## config.mk

```make
export PLATFORM = sky130hd
export DESIGN_NAME = ps2_keycode_rx
export DESIGN_NICKNAME = d
export VERILOG_FILES = /design/src/rtl/ps2_keycode_rx.sv
export SDC_FILE = /design/constraint.sdc
export NUM_CORES = 1
export LEC_CHECK = 0
export ABC_CLOCK_PERIOD_IN_PS = 2200
export BUFFER_PORTS_ARGS = -buffer_cell sky130_fd_sc_hd__buf_2
export CORE_ASPECT_RATIO = 0.5
export CORE_UTILIZATION = 40
export CTS_CLUSTER_SIZE = 14
export DETAILED_ROUTE_END_ITERATION = 6
export GPL_TIMING_DRIVEN = 0
export MAX_ROUTING_LAYER = met4
export PLACE_DENSITY = 0.55
export SYNTH_ARGS = -nofsm -noshare
export SYNTH_HDL_FRONTEND = slang
export SYNTH_SLANG_ARGS = --single-unit
```

## constraint.sdc

```tcl
create_clock -name clk -period 2.2 [get_ports clk]
set_input_delay 0.33 -clock clk [delete_from_list [all_inputs] [get_ports clk]]
set_output_delay 0.33 -clock clk [all_outputs]
set_load 0.05 [all_outputs]
```

## src/rtl/ps2_keycode_rx.sv

```systemverilog
// PS/2 keyboard receiver: synchronizes and de-glitches the keyboard lines, decodes
// 11-bit frames and keeps the last two bytes. Optional macro: PS2_PARITY_CHECK_EN.
module ps2_keycode_rx #(
   parameter int FILTER_LEN     = 8,
   parameter int TIMEOUT_CYCLES = 100_000
) (
   input  logic        clk,
   input  logic        rst,
   input  logic        ps2_clk,
   input  logic        ps2_data,
   output logic [15:0] keycode,
   output logic        keycode_valid,
   output logic        frame_err,
   output logic        parity_err
);

   typedef enum logic [1:0] {IDLE, DATA, PARITY, STOP} state_t;

   localparam int FW = (FILTER_LEN > 1) ? $clog2(FILTER_LEN) : 1;
   localparam int TW = $clog2(TIMEOUT_CYCLES + 1);
   localparam logic [FW-1:0] FILT_MAX = FW'(FILTER_LEN - 1);
   localparam logic [TW-1:0] TMO_MAX  = TW'(TIMEOUT_CYCLES);

   state_t        state_q, state_d;
   logic [1:0]    clk_sync, data_sync;
   logic          filt_clk, filt_prev;
   logic [FW-1:0] filt_cnt;
   logic [2:0]    bit_cnt;
   logic [7:0]    shift_q;
   logic [TW-1:0] tmo_cnt;
   logic          fall, ps2_d;
   logic          accept, stop_bad, parity_bad, timeout;

   assign ps2_d = data_sync[1];
   assign fall  = filt_prev & ~filt_clk;

   // Idle-high lines: synchronizers and filter come out of reset as released bus.
   // NOTE: all clocked state uses non-blocking assignments so every flop samples pre-edge values.
   always_ff @(posedge clk) begin
      if (rst) begin
         clk_sync  <= 2'b11;
         data_sync <= 2'b11;
         filt_clk  <= 1'b1;
         filt_prev <= 1'b1;
         filt_cnt  <= '0;
      end else begin
         clk_sync  <= {clk_sync[0], ps2_clk};
         data_sync <= {data_sync[0], ps2_data};
         filt_prev <= filt_clk;
         if (clk_sync[1] == filt_clk) begin
            filt_cnt <= '0;
         end else if (filt_cnt == FILT_MAX) begin
            filt_clk <= clk_sync[1];
            filt_cnt <= '0;
         end else begin
            filt_cnt <= filt_cnt + 1'b1;
         end
      end
   end

`ifdef PS2_PARITY_CHECK_EN
   logic par_bit;
   logic parity_ok;
   assign parity_ok = ^{shift_q, par_bit};

   always_ff @(posedge clk) begin
      if (rst)
         par_bit <= 1'b0;
      else if (fall && state_q == PARITY)
         par_bit <= ps2_d;
   end
`endif

   always_ff @(posedge clk) begin
      if (rst) state_q <= IDLE;
      else     state_q <= state_d;
   end

   // NOTE: every signal assigned here gets a default first so no latch can be inferred.
   always_comb begin
      state_d    = state_q;
      accept     = 1'b0;
      stop_bad   = 1'b0;
      parity_bad = 1'b0;
      timeout    = 1'b0;
      if (fall) begin
         // A falling edge always wins over a timeout expiring in the same cycle.
         case (state_q)
            IDLE:   if (!ps2_d) state_d = DATA;
            DATA:   if (bit_cnt == 3'd7) state_d = PARITY;
            PARITY: state_d = STOP;
            STOP: begin
               state_d = IDLE;
               if (ps2_d) begin
`ifdef PS2_PARITY_CHECK_EN
                  if (parity_ok) accept = 1'b1;
                  else           parity_bad = 1'b1;
`else
                  accept = 1'b1;
`endif
               end else begin
                  stop_bad = 1'b1;
               end
            end
            default: state_d = IDLE;
         endcase
      end else if (state_q != IDLE && tmo_cnt == TMO_MAX) begin
         timeout = 1'b1;
         state_d = IDLE;
      end
   end

   always_ff @(posedge clk) begin
      if (rst) begin
         bit_cnt       <= '0;
         shift_q       <= '0;
         tmo_cnt       <= '0;
         keycode       <= '0;
         keycode_valid <= 1'b0;
         frame_err     <= 1'b0;
      end else begin
         if (fall && state_q == IDLE) begin
            bit_cnt <= '0;
         end else if (fall && state_q == DATA) begin
            shift_q <= {ps2_d, shift_q[7:1]};
            bit_cnt <= bit_cnt + 1'b1;
         end

         if (fall || state_q == IDLE) tmo_cnt <= '0;
         else                         tmo_cnt <= tmo_cnt + 1'b1;

         if (accept) keycode <= {keycode[7:0], shift_q};
         keycode_valid <= accept;
         frame_err     <= stop_bad | timeout;
      end
   end

`ifdef PS2_PARITY_CHECK_EN
   always_ff @(posedge clk) begin
      if (rst) parity_err <= 1'b0;
      else     parity_err <= parity_bad;
   end
`else
   assign parity_err = 1'b0;
   logic unused_parity;
   assign unused_parity = parity_bad;
`endif

endmodule

```

==> report_table.html, run 1 <==
<table>
<tr><th>Metric</th><th>Value</th></tr>
<tr><th colspan="2">Setup path</th></tr>
<tr><td>Worst R2R Path Depth</td><td>6</td></tr>
<tr><td>CP arrival</td><td>2.22 ns</td></tr>
<tr><td>Worst setup EP type</td><td>flop</td></tr>
<tr><td>Slowest stage cell, crit path</td><td>sky130_fd_sc_hd__or4_1</td></tr>
<tr><td>Worst Path Class, Setup</td><td>reg2reg</td></tr>
<tr><td>Endpoint required time on the critical path</td><td>2.46 ns</td></tr>
<tr><td>Number of stages on the worst setup path</td><td>6</td></tr>
<tr><td>Critical path, cell by cell</td><td>inv_1 -&gt; ha_1 -&gt; or3_1 -&gt; clkbuf_2 -&gt; or4_1 -&gt; nand2_1</td></tr>
<tr><td>Crit start category</td><td>flop</td></tr>
<tr><td>Number of buffer and inverter instances along the worst setup path</td><td>2</td></tr>
<tr><td>Cell type group with the largest total delay on the critical path</td><td>simple AND/OR/NAND/NOR gates</td></tr>
<tr><td>Top fanout value on the critical path</td><td>7</td></tr>
<tr><td>Delay of the slowest critical-path stage</td><td>0.50 ns</td></tr>
<tr><th colspan="2">Die</th></tr>
<tr><td>Number of placement rows</td><td>19</td></tr>
<tr><td>Number of placed I/O pins</td><td>23</td></tr>
<tr><td>Core Footprint</td><td>between 0.005 and 0.006 mm2</td></tr>
<tr><td>Height of the chip</td><td>55.7 um</td></tr>
<tr><td>Area enclosed by the die boundary</td><td>0.00608 mm2</td></tr>
<tr><td>Die width</td><td>109 um</td></tr>
<tr><td>Starting Density</td><td>41.8%</td></tr>
<tr><th colspan="2">Route</th></tr>
<tr><td>Average wire per standard cell</td><td>between 10 and 15 um</td></tr>
<tr><td>Drc violations</td><td>0</td></tr>
<tr><td>Routed vias/inst</td><td>4.82</td></tr>
<tr><td>Number of iterations in the first detailed-routing pass</td><td>4</td></tr>
<tr><td>DRT Wirelength</td><td>4.34 mm</td></tr>
<tr><td>Post-detailed-route count of antenna-violating nets</td><td>0</td></tr>
<tr><td>Vias after detailed routing</td><td>1,807</td></tr>
<tr><td>Initial DRC count</td><td>88</td></tr>
<tr><th colspan="2">Yosys</th></tr>
<tr><td>Share of flip-flops with an asynchronous set or reset after synthesis</td><td>0%</td></tr>
<tr><td>Most used flip-flop cell after synthesis</td><td>sky130_fd_sc_hd__dfxtp_1</td></tr>
<tr><td>Count of flip-flops with a built-in enable after synthesis</td><td>0</td></tr>
<tr><td>Synthesized netlist net count</td><td>between 200 and 300</td></tr>
<tr><td>Unique masters post-synth</td><td>37</td></tr>
<tr><td>#FFs+latches synth</td><td>57</td></tr>
<tr><td>Synthesized netlist cell count</td><td>267</td></tr>
<tr><td>Synthesized area divided by synthesized cell count</td><td>8.63 um2</td></tr>
<tr><td>Syn. warnings</td><td>0</td></tr>
<tr><td>Post-synthesis cell area</td><td>0.00230 mm2</td></tr>
<tr><td>Portion of the post-synthesis area used by sequential elements</td><td>49.5%</td></tr>
<tr><th colspan="2">Global routing</th></tr>
<tr><td>Maximum number of pins on one net before global-route repair</td><td>11</td></tr>
<tr><td>Number of global-route vias before repair</td><td>1,713</td></tr>
<tr><td>Gr usage total</td><td>16.9%</td></tr>
<tr><td>Antenna violations before repair</td><td>0</td></tr>
<tr><td>Grt ovf</td><td>0</td></tr>
<tr><td>Wire length of the first global-routing pass</td><td>7.51 mm</td></tr>
<tr><th colspan="2">STA</th></tr>
<tr><td>Final worst setup slack</td><td>0.247 ns</td></tr>
<tr><td>Post-route clock period utilization</td><td>88.8%</td></tr>
<tr><td>Hold Slack</td><td>roughly 0.19 ns</td></tr>
<tr><td>Final slew viol count</td><td>0</td></tr>
<tr><td>Final-report hold violation count</td><td>0</td></tr>
<tr><td>Clk_skew</td><td>0.00537 ns</td></tr>
<tr><td>Final critical path time including I/O delays and setup</td><td>1.95 ns</td></tr>
<tr><td>Setup repair after global routing missed its margin</td><td>no</td></tr>
<tr><td>Final-report setup violation count</td><td>0</td></tr>
<tr><td>Final setup TNS</td><td>0 ns</td></tr>
<tr><td>Highest Clock Rate</td><td>between 500 and 600 MHz</td></tr>
<tr><th colspan="2">Clock network</th></tr>
<tr><td>CTS tree</td><td>done</td></tr>
<tr><td>Maximum buffer depth of the clock tree</td><td>2</td></tr>
<tr><td>Total number of clock tree sinks</td><td>57</td></tr>
<tr><td># resized after CTS</td><td>0</td></tr>
<tr><td>Number of buffers inserted by post-CTS setup repair</td><td>0</td></tr>
<tr><td>Clock buffers created by TritonCTS</td><td>9</td></tr>
<tr><td>Worst-path clk slew</td><td>0.05 ns</td></tr>
<tr><td>Worst skew pair latency</td><td>0.32 ns</td></tr>
<tr><td>H-tree depth</td><td>3</td></tr>
<tr><td>Cell at the root of the clock tree</td><td>sky130_fd_sc_hd__clkbuf_16</td></tr>
<tr><td># hold bufs at CTS</td><td>0</td></tr>
<tr><th colspan="2">Final layout</th></tr>
<tr><td>Top library cells by usage in the layout, fill and taps aside</td><td>sky130_fd_sc_hd__nand2_1, sky130_fd_sc_hd__dfxtp_1, sky130_fd_sc_hd__a21oi_1</td></tr>
<tr><td>Number of antenna diodes</td><td>0</td></tr>
<tr><td>Final core utilization</td><td>50.3%</td></tr>
<tr><td>Filler Cells Inserted</td><td>531</td></tr>
<tr><td>Area Overhead vs Synth</td><td>20.4%</td></tr>
<tr><td>Leading cell type in the layout, fill and taps excluded</td><td>sky130_fd_sc_hd__nand2_1</td></tr>
<tr><td>Fraction of final layout cells with drive strength greater than 1</td><td>14.2%</td></tr>
<tr><td>Net count, final</td><td>313</td></tr>
<tr><th colspan="2">Min path</th></tr>
<tr><td>Worst hold path stage count</td><td>2</td></tr>
<tr><td>Hold WC Path Type</td><td>in2reg</td></tr>
<tr><th colspan="2">Job</th></tr>
<tr><td>Max-cap violations</td><td>0</td></tr>
<tr><th colspan="2">Placed design</th></tr>
<tr><td>Port Buffers</td><td>20</td></tr>
<tr><td>RePlAce Congestion</td><td>around 0.7</td></tr>
<tr><td>Post-placement worst setup slack</td><td>0.265 ns</td></tr>
<tr><td>HPWL Detailed</td><td>3.05 mm</td></tr>
<tr><th colspan="2">Power</th></tr>
<tr><td>Leak Pwr</td><td>1.03 nW</td></tr>
<tr><td>Cell Pwr Density</td><td>851 mW/mm2</td></tr>
<tr><td>Peak supply drop</td><td>between 0.0007 and 0.0008 V</td></tr>
<tr><td>PnR Total Power</td><td>0.00236 W</td></tr>
<tr><th colspan="2">Outcome</th></tr>
<tr><td>Outcome</td><td>complete, no violations</td></tr>
</table>
==> path summary, 6_finish.rpt <==
check	slack, ns	end	from
worst max-delay path	0.25	tmo_cnt[10]$_SDFF_PP0_	state_q[0]$_SDFFE_PP0P_
worst min register to register	0.41	clk_sync[1]$_SDFF_PP1_	clk_sync[0]$_SDFF_PP1_
worst max register to register	0.25	tmo_cnt[10]$_SDFF_PP0_	state_q[0]$_SDFFE_PP0P_
worst min-delay path	0.19	clk_sync[0]$_SDFF_PP1_	ps2_clk
==> where the power goes <==
group | switching, W | internal (W) | leakage (nW)
Sequential | 0.00000204 | 0.00104 | 0.460
Clock | 0.000429 | 0.000865 | 0.133
Combinational | 0.0000183 | 0.00000828 | 0.437
==> stage by stage <==
stage                     area [um2]  cells
after global routing            2770    375
after floorplan                 2300    267
final                           2770    375
after detailed placement        2490    360
after global placement          2490    360
after CTS                       2770    375
==> sequential cells by signal, summed over array words and instances, names as in the netlist <==
register and cells:
data_sync 2, tmo_cnt 17, shift_q 8, filt_prev 1
keycode 16, clk_sync 2, bit_cnt 3, state_q 2
keycode_valid 1, filt_cnt 3, filt_clk 1, frame_err 1
==> metal layers <==
metal  vias to the layer above  part of all wire, %  GRT usage [%]  routed length, um
met4                         0                  1.8           7.43                 77
met1                       801                   50           19.6               2180
met5                         -                    0              -                  0
met3                         9                  4.6           7.03                200
met2                        31                   43           25.6               1880
li1                        966                    -              -                  -
==> layout make-up <==
cell class / count / area (um2) / area share (%)
inverter: 5 / 18.8 / 0.677
multi-input combinational: 190 / 1070 / 38.7
timing repair buffer: 20 / 100 / 3.61
clock inverter: 3 / 42.5 / 1.53
clock buffer: 12 / 236 / 8.53
buffer: 15 / 70.1 / 2.53
tap: 73 / 91.3 / 3.29
sequential: 57 / 1140 / 41.1
==> cells in the mapped netlist (all sizes together), types with 2 or more instances <==
library cell / instances / area share, %
a21oi: 32 / 7.0
a22oi: 2 / 0.65
and2: 3 / 0.81
and3: 2 / 0.54
and4: 3 / 1.1
buf: 2 / 0.81
clkbuf: 13 / 2.2
dfxtp: 57 / 50
ha: 11 / 6.0
inv: 5 / 0.81
nand2: 59 / 9.6
nand3: 8 / 2.0
nand3b: 2 / 0.65
nand4: 2 / 0.54
nand4bb: 2 / 0.98
nor2: 16 / 2.6
nor2b: 2 / 0.54
nor3: 3 / 0.65
nor4: 3 / 0.81
o21ai: 7 / 1.5
o32ai: 2 / 0.76
or2: 5 / 1.4
or3: 8 / 2.2
or4: 2 / 0.65
xnor2: 3 / 1.1
xor2: 5 / 1.9
==> logic make-up after synthesis <==
logic type | share of synthesized area (%)
buffers and inverters | 3.86
AOI/OAI and AO/OA | 11.4
DFF | 49.5
other | 0.163
adders and majority gates | 5.97
xor gates and xnor gates | 3.04
and+or+nand+nor | 26.1
(Power assumes the default switching activity.)
==> inputs of run 2 (changes only) <==
ABC_CLOCK_PERIOD_IN_PS = 2000   (was 2200)
clock period = 2 ns   (was 2.2 ns; I/O delays follow)
==> run 2 against run 1 <==
Compared with the run above: clock skew about the same; total power up 10%; final cell count unchanged; setup slack worse by 0.11 ns; first-iteration DRC count unchanged; sequential share of layout area about the same; via count about the same; combinational power up 10%; clock power up 10%; critical endpoint unchanged; largest cell class unchanged; highest routed layer unchanged.
==> report_table.html, run 2 (synthesis results as in run 1) <==
<table>
<tr><th>Metric</th><th>Value</th></tr>
<tr><th colspan="2">Placed design</th></tr>
<tr><td>HPWL Detailed</td><td>3.05 mm (unchanged)</td></tr>
<tr><td>Cell total after placement</td><td>360 (unchanged)</td></tr>
<tr><td>Port Buffers</td><td>20 (unchanged)</td></tr>
<tr><td>RePlAce Congestion</td><td>0.715 (unchanged)</td></tr>
<tr><th colspan="2">Clock network</th></tr>
<tr><td>Maximum buffer depth of the clock tree</td><td>2 (unchanged)</td></tr>
<tr><td>Worst-path clk slew</td><td>0.05 ns (about the same)</td></tr>
<tr><td>H-tree depth</td><td>3 (unchanged)</td></tr>
<tr><td>Cell at the root of the clock tree</td><td>sky130_fd_sc_hd__clkbuf_16</td></tr>
<tr><td>CTS tree</td><td>done</td></tr>
<tr><td>Total number of clock tree sinks</td><td>57 (unchanged)</td></tr>
<tr><td>Worst skew pair latency</td><td>0.32 ns (about the same)</td></tr>
<tr><td>Clock buffers created by TritonCTS</td><td>9 (unchanged)</td></tr>
<tr><th colspan="2">Final layout</th></tr>
<tr><td>Max FFs per register</td><td>17 (unchanged)</td></tr>
<tr><td>Fraction of final layout cells with drive strength greater than 1</td><td>14.9% (+0.66 points)</td></tr>
<tr><td>Number of standard cells in the final layout excluding fillers</td><td>375 (unchanged)</td></tr>
<tr><td>Area Overhead vs Synth</td><td>20.6%</td></tr>
<tr><td>Top register by number of flip-flops</td><td>tmo_cnt</td></tr>
<tr><td>Number of antenna diodes</td><td>0 (unchanged)</td></tr>
<tr><td>Top library cells by usage in the layout, fill and taps aside</td><td>sky130_fd_sc_hd__nand2_1, sky130_fd_sc_hd__dfxtp_1, sky130_fd_sc_hd__a21oi_1</td></tr>
<tr><td>Largest registers</td><td>tmo_cnt x17, keycode x16, shift_q x8</td></tr>
<tr><td>Net count, final</td><td>313 (unchanged)</td></tr>
<tr><td>Leading cell type in the layout, fill and taps excluded</td><td>sky130_fd_sc_hd__nand2_1</td></tr>
<tr><th colspan="2">STA</th></tr>
<tr><td>Final critical path time including I/O delays and setup</td><td>1.86 ns (-0.0897 ns)</td></tr>
<tr><td>Clk_skew</td><td>0.00537 ns (-0.0000000300 ns)</td></tr>
<tr><td>Final slew viol count</td><td>0 (unchanged)</td></tr>
<tr><td>Setup repair after global routing missed its margin</td><td>no</td></tr>
<tr><td>Highest Clock Rate</td><td>537 MHz (+4.8%)</td></tr>
<tr><td>Post-route clock period utilization</td><td>93.2% (+4.4 points)</td></tr>
<tr><td>Final setup TNS</td><td>0 ns (unchanged)</td></tr>
<tr><td>Hold Slack</td><td>0.157 ns (-0.0300 ns)</td></tr>
<tr><td>Final-report hold violation count</td><td>0 (unchanged)</td></tr>
<tr><td>Final-report setup violation count</td><td>0 (unchanged)</td></tr>
<tr><th colspan="2">Setup path</th></tr>
<tr><td>Worst setup EP type</td><td>flop</td></tr>
<tr><td>Crit start category</td><td>flop</td></tr>
<tr><td>Top fanout value on the critical path</td><td>7 (unchanged)</td></tr>
<tr><td>CP arrival</td><td>2.13 ns (-0.09 ns)</td></tr>
<tr><td>Flop2flop setup slack</td><td>0.14 ns (-0.11 ns)</td></tr>
<tr><td>Endpoint required time on the critical path</td><td>2.26 ns (-0.20 ns)</td></tr>
<tr><td>Timing startpoint of the critical path</td><td>state_q[1]$_SDFFE_PP0P_</td></tr>
<tr><td>Delay of the slowest critical-path stage</td><td>0.50 ns (about the same)</td></tr>
<tr><td>Capture point of the worst path</td><td>tmo_cnt[10]$_SDFF_PP0_</td></tr>
<tr><td>Number of stages on the worst setup path</td><td>6 (unchanged)</td></tr>
<tr><td>End of the worst register-to-register path</td><td>tmo_cnt[10]$_SDFF_PP0_</td></tr>
<tr><td>Number of buffer and inverter instances along the worst setup path</td><td>2 (unchanged)</td></tr>
<tr><td>Cell type group with the largest total delay on the critical path</td><td>simple AND/OR/NAND/NOR gates</td></tr>
<tr><td>Worst Path Class, Setup</td><td>reg2reg</td></tr>
<tr><td>RR Startpoint</td><td>state_q[1]$_SDFFE_PP0P_</td></tr>
<tr><td>Slowest stage cell, crit path</td><td>sky130_fd_sc_hd__or4_1</td></tr>
<tr><td>Critical path, cell by cell</td><td>inv_1 -&gt; ha_2 -&gt; or3_1 -&gt; clkbuf_2 -&gt; or4_1 -&gt; nand2_1</td></tr>
<tr><td>Worst R2R Path Depth</td><td>6 (unchanged)</td></tr>
<tr><th colspan="2">Route</th></tr>
<tr><td>Vias after detailed routing</td><td>1,808 (+0.055%)</td></tr>
<tr><td>Initial DRC count</td><td>88 (unchanged)</td></tr>
<tr><td>Drc violations</td><td>0 (unchanged)</td></tr>
<tr><td>Number of iterations in the first detailed-routing pass</td><td>4 (unchanged)</td></tr>
<tr><td>DRT Wirelength</td><td>4.35 mm (about the same)</td></tr>
<tr><td>Post-detailed-route count of antenna-violating nets</td><td>0 (unchanged)</td></tr>
<tr><td>Average wire per standard cell</td><td>11.6 um (about the same)</td></tr>
<tr><td>Routed vias/inst</td><td>4.82 (about the same)</td></tr>
<tr><th colspan="2">Min path</th></tr>
<tr><td>Hold WC Path Type</td><td>in2reg</td></tr>
<tr><td>Hold Startpoint</td><td>ps2_clk</td></tr>
<tr><th colspan="2">Global routing</th></tr>
<tr><td>Antenna violations before repair</td><td>0 (unchanged)</td></tr>
<tr><td>Grt ovf</td><td>0 (unchanged)</td></tr>
<tr><td>Maximum number of pins on one net before global-route repair</td><td>11 (unchanged)</td></tr>
<tr><td>Gr usage total</td><td>16.9% (unchanged)</td></tr>
<tr><td>Wire length of the first global-routing pass</td><td>7.51 mm (unchanged)</td></tr>
<tr><td>Number of global-route vias before repair</td><td>1,713 (unchanged)</td></tr>
<tr><th colspan="2">Power</th></tr>
<tr><td>Leak Pwr</td><td>1.03 nW (about the same)</td></tr>
<tr><td>Clk network pwr share</td><td>54.8% (about the same)</td></tr>
<tr><td>Internal Pwr Total</td><td>0.00210 W (+10%)</td></tr>
<tr><td>Net switching power</td><td>0.000495 W (+10%)</td></tr>
<tr><td>Peak supply drop</td><td>0.000781 V (+10%)</td></tr>
<tr><td>Relative contribution of sequential cells to total power</td><td>44.1% (about the same)</td></tr>
<tr><td>Switching power share of the total</td><td>19.0% (about the same)</td></tr>
<tr><td>Gate power share</td><td>1.1% (about the same)</td></tr>
<tr><td>Cell Pwr Density</td><td>935 mW/mm2 (+9.9%)</td></tr>
<tr><th colspan="2">Die</th></tr>
<tr><td>Number of placed I/O pins</td><td>23 (unchanged)</td></tr>
<tr><td>Height of the chip</td><td>55.7 um (unchanged)</td></tr>
<tr><td>Core Footprint</td><td>0.00552 mm2 (unchanged)</td></tr>
<tr><td>Area enclosed by the die boundary</td><td>0.00608 mm2 (unchanged)</td></tr>
<tr><td>Starting Density</td><td>41.8% (unchanged)</td></tr>
<tr><td>Die width</td><td>109 um (unchanged)</td></tr>
<tr><td>Number of placement rows</td><td>19 (unchanged)</td></tr>
<tr><th colspan="2">Job</th></tr>
<tr><td>Max-cap violations</td><td>0 (unchanged)</td></tr>
<tr><th colspan="2">Outcome</th></tr>
<tr><td>Outcome</td><td>complete, no violations</td></tr>
</table>
## run 2: cell types whose count changed in the layout (fill, tap and decap cells not counted)
cell                      delta
sky130_fd_sc_hd__ha_2        +1
sky130_fd_sc_hd__dfxtp_1     -1
sky130_fd_sc_hd__dfxtp_2     +1
sky130_fd_sc_hd__ha_1        -1
## run 2: per-stage QoR
stage               worst slack, ns  area, um2  power, W  util [%]
finish                        0.137       2780   0.00260      50.4
floorplan                     0.209       2300   0.00119         -
global placement             0.0883       2490   0.00120      45.2
CTS                          0.0321       2770   0.00263      50.3
detailed placement           0.0650       2490   0.00120      45.2
global route                 0.0534       2780   0.00269      50.4
## run 2: worst min path at each step
stage / slack, ns / cells after the start / endpoint
after floorplan: 0.39 / 1 / clk_sync[1]$_SDFF_PP1_
after global placement: 0.39 / 1 / clk_sync[1]$_SDFF_PP1_
after detailed placement: 0.40 / 1 / clk_sync[1]$_SDFF_PP1_
after CTS: 0.15 / 2 / clk_sync[0]$_SDFF_PP1_
after global routing: 0.17 / 2 / clk_sync[0]$_SDFF_PP1_
final: 0.16 / 2 / clk_sync[0]$_SDFF_PP1_
## run 2: metal layers
layer	global-route usage (%)	part of all wire [%]
met3	7.03	4.6
met2	25.6	43
met1	19.6	50
met4	7.43	1.8
met5	-	0
## run 2: area by class of cell
class | count | area (um2)
multi-input combinational | 190 | 1080
clock inverter | 3 | 42.5
sequential | 57 | 1140
timing repair buffer | 20 | 100
fill | 532 | 2740
inverter | 5 | 18.8
tap | 73 | 91.3
clock buffer | 12 | 236
buffer | 15 | 70.1
## run 2: power groups by stage
stage           logic, W  clock network [W]  registers, W
4_1_cts        0.0000295            0.00146       0.00114
2_1_floorplan  0.0000218                  0       0.00117
3_3_place_gp   0.0000291                  0       0.00117
6_report       0.0000293            0.00142       0.00115
5_1_grt        0.0000332            0.00151       0.00114
3_5_place_dp   0.0000296                  0       0.00117
## run 2: timing repair
action                     CTS  global route
hold buffers                 0             0
buffers inserted             0             0
resized for setup            0             2
setup endpoints to repair    0             1
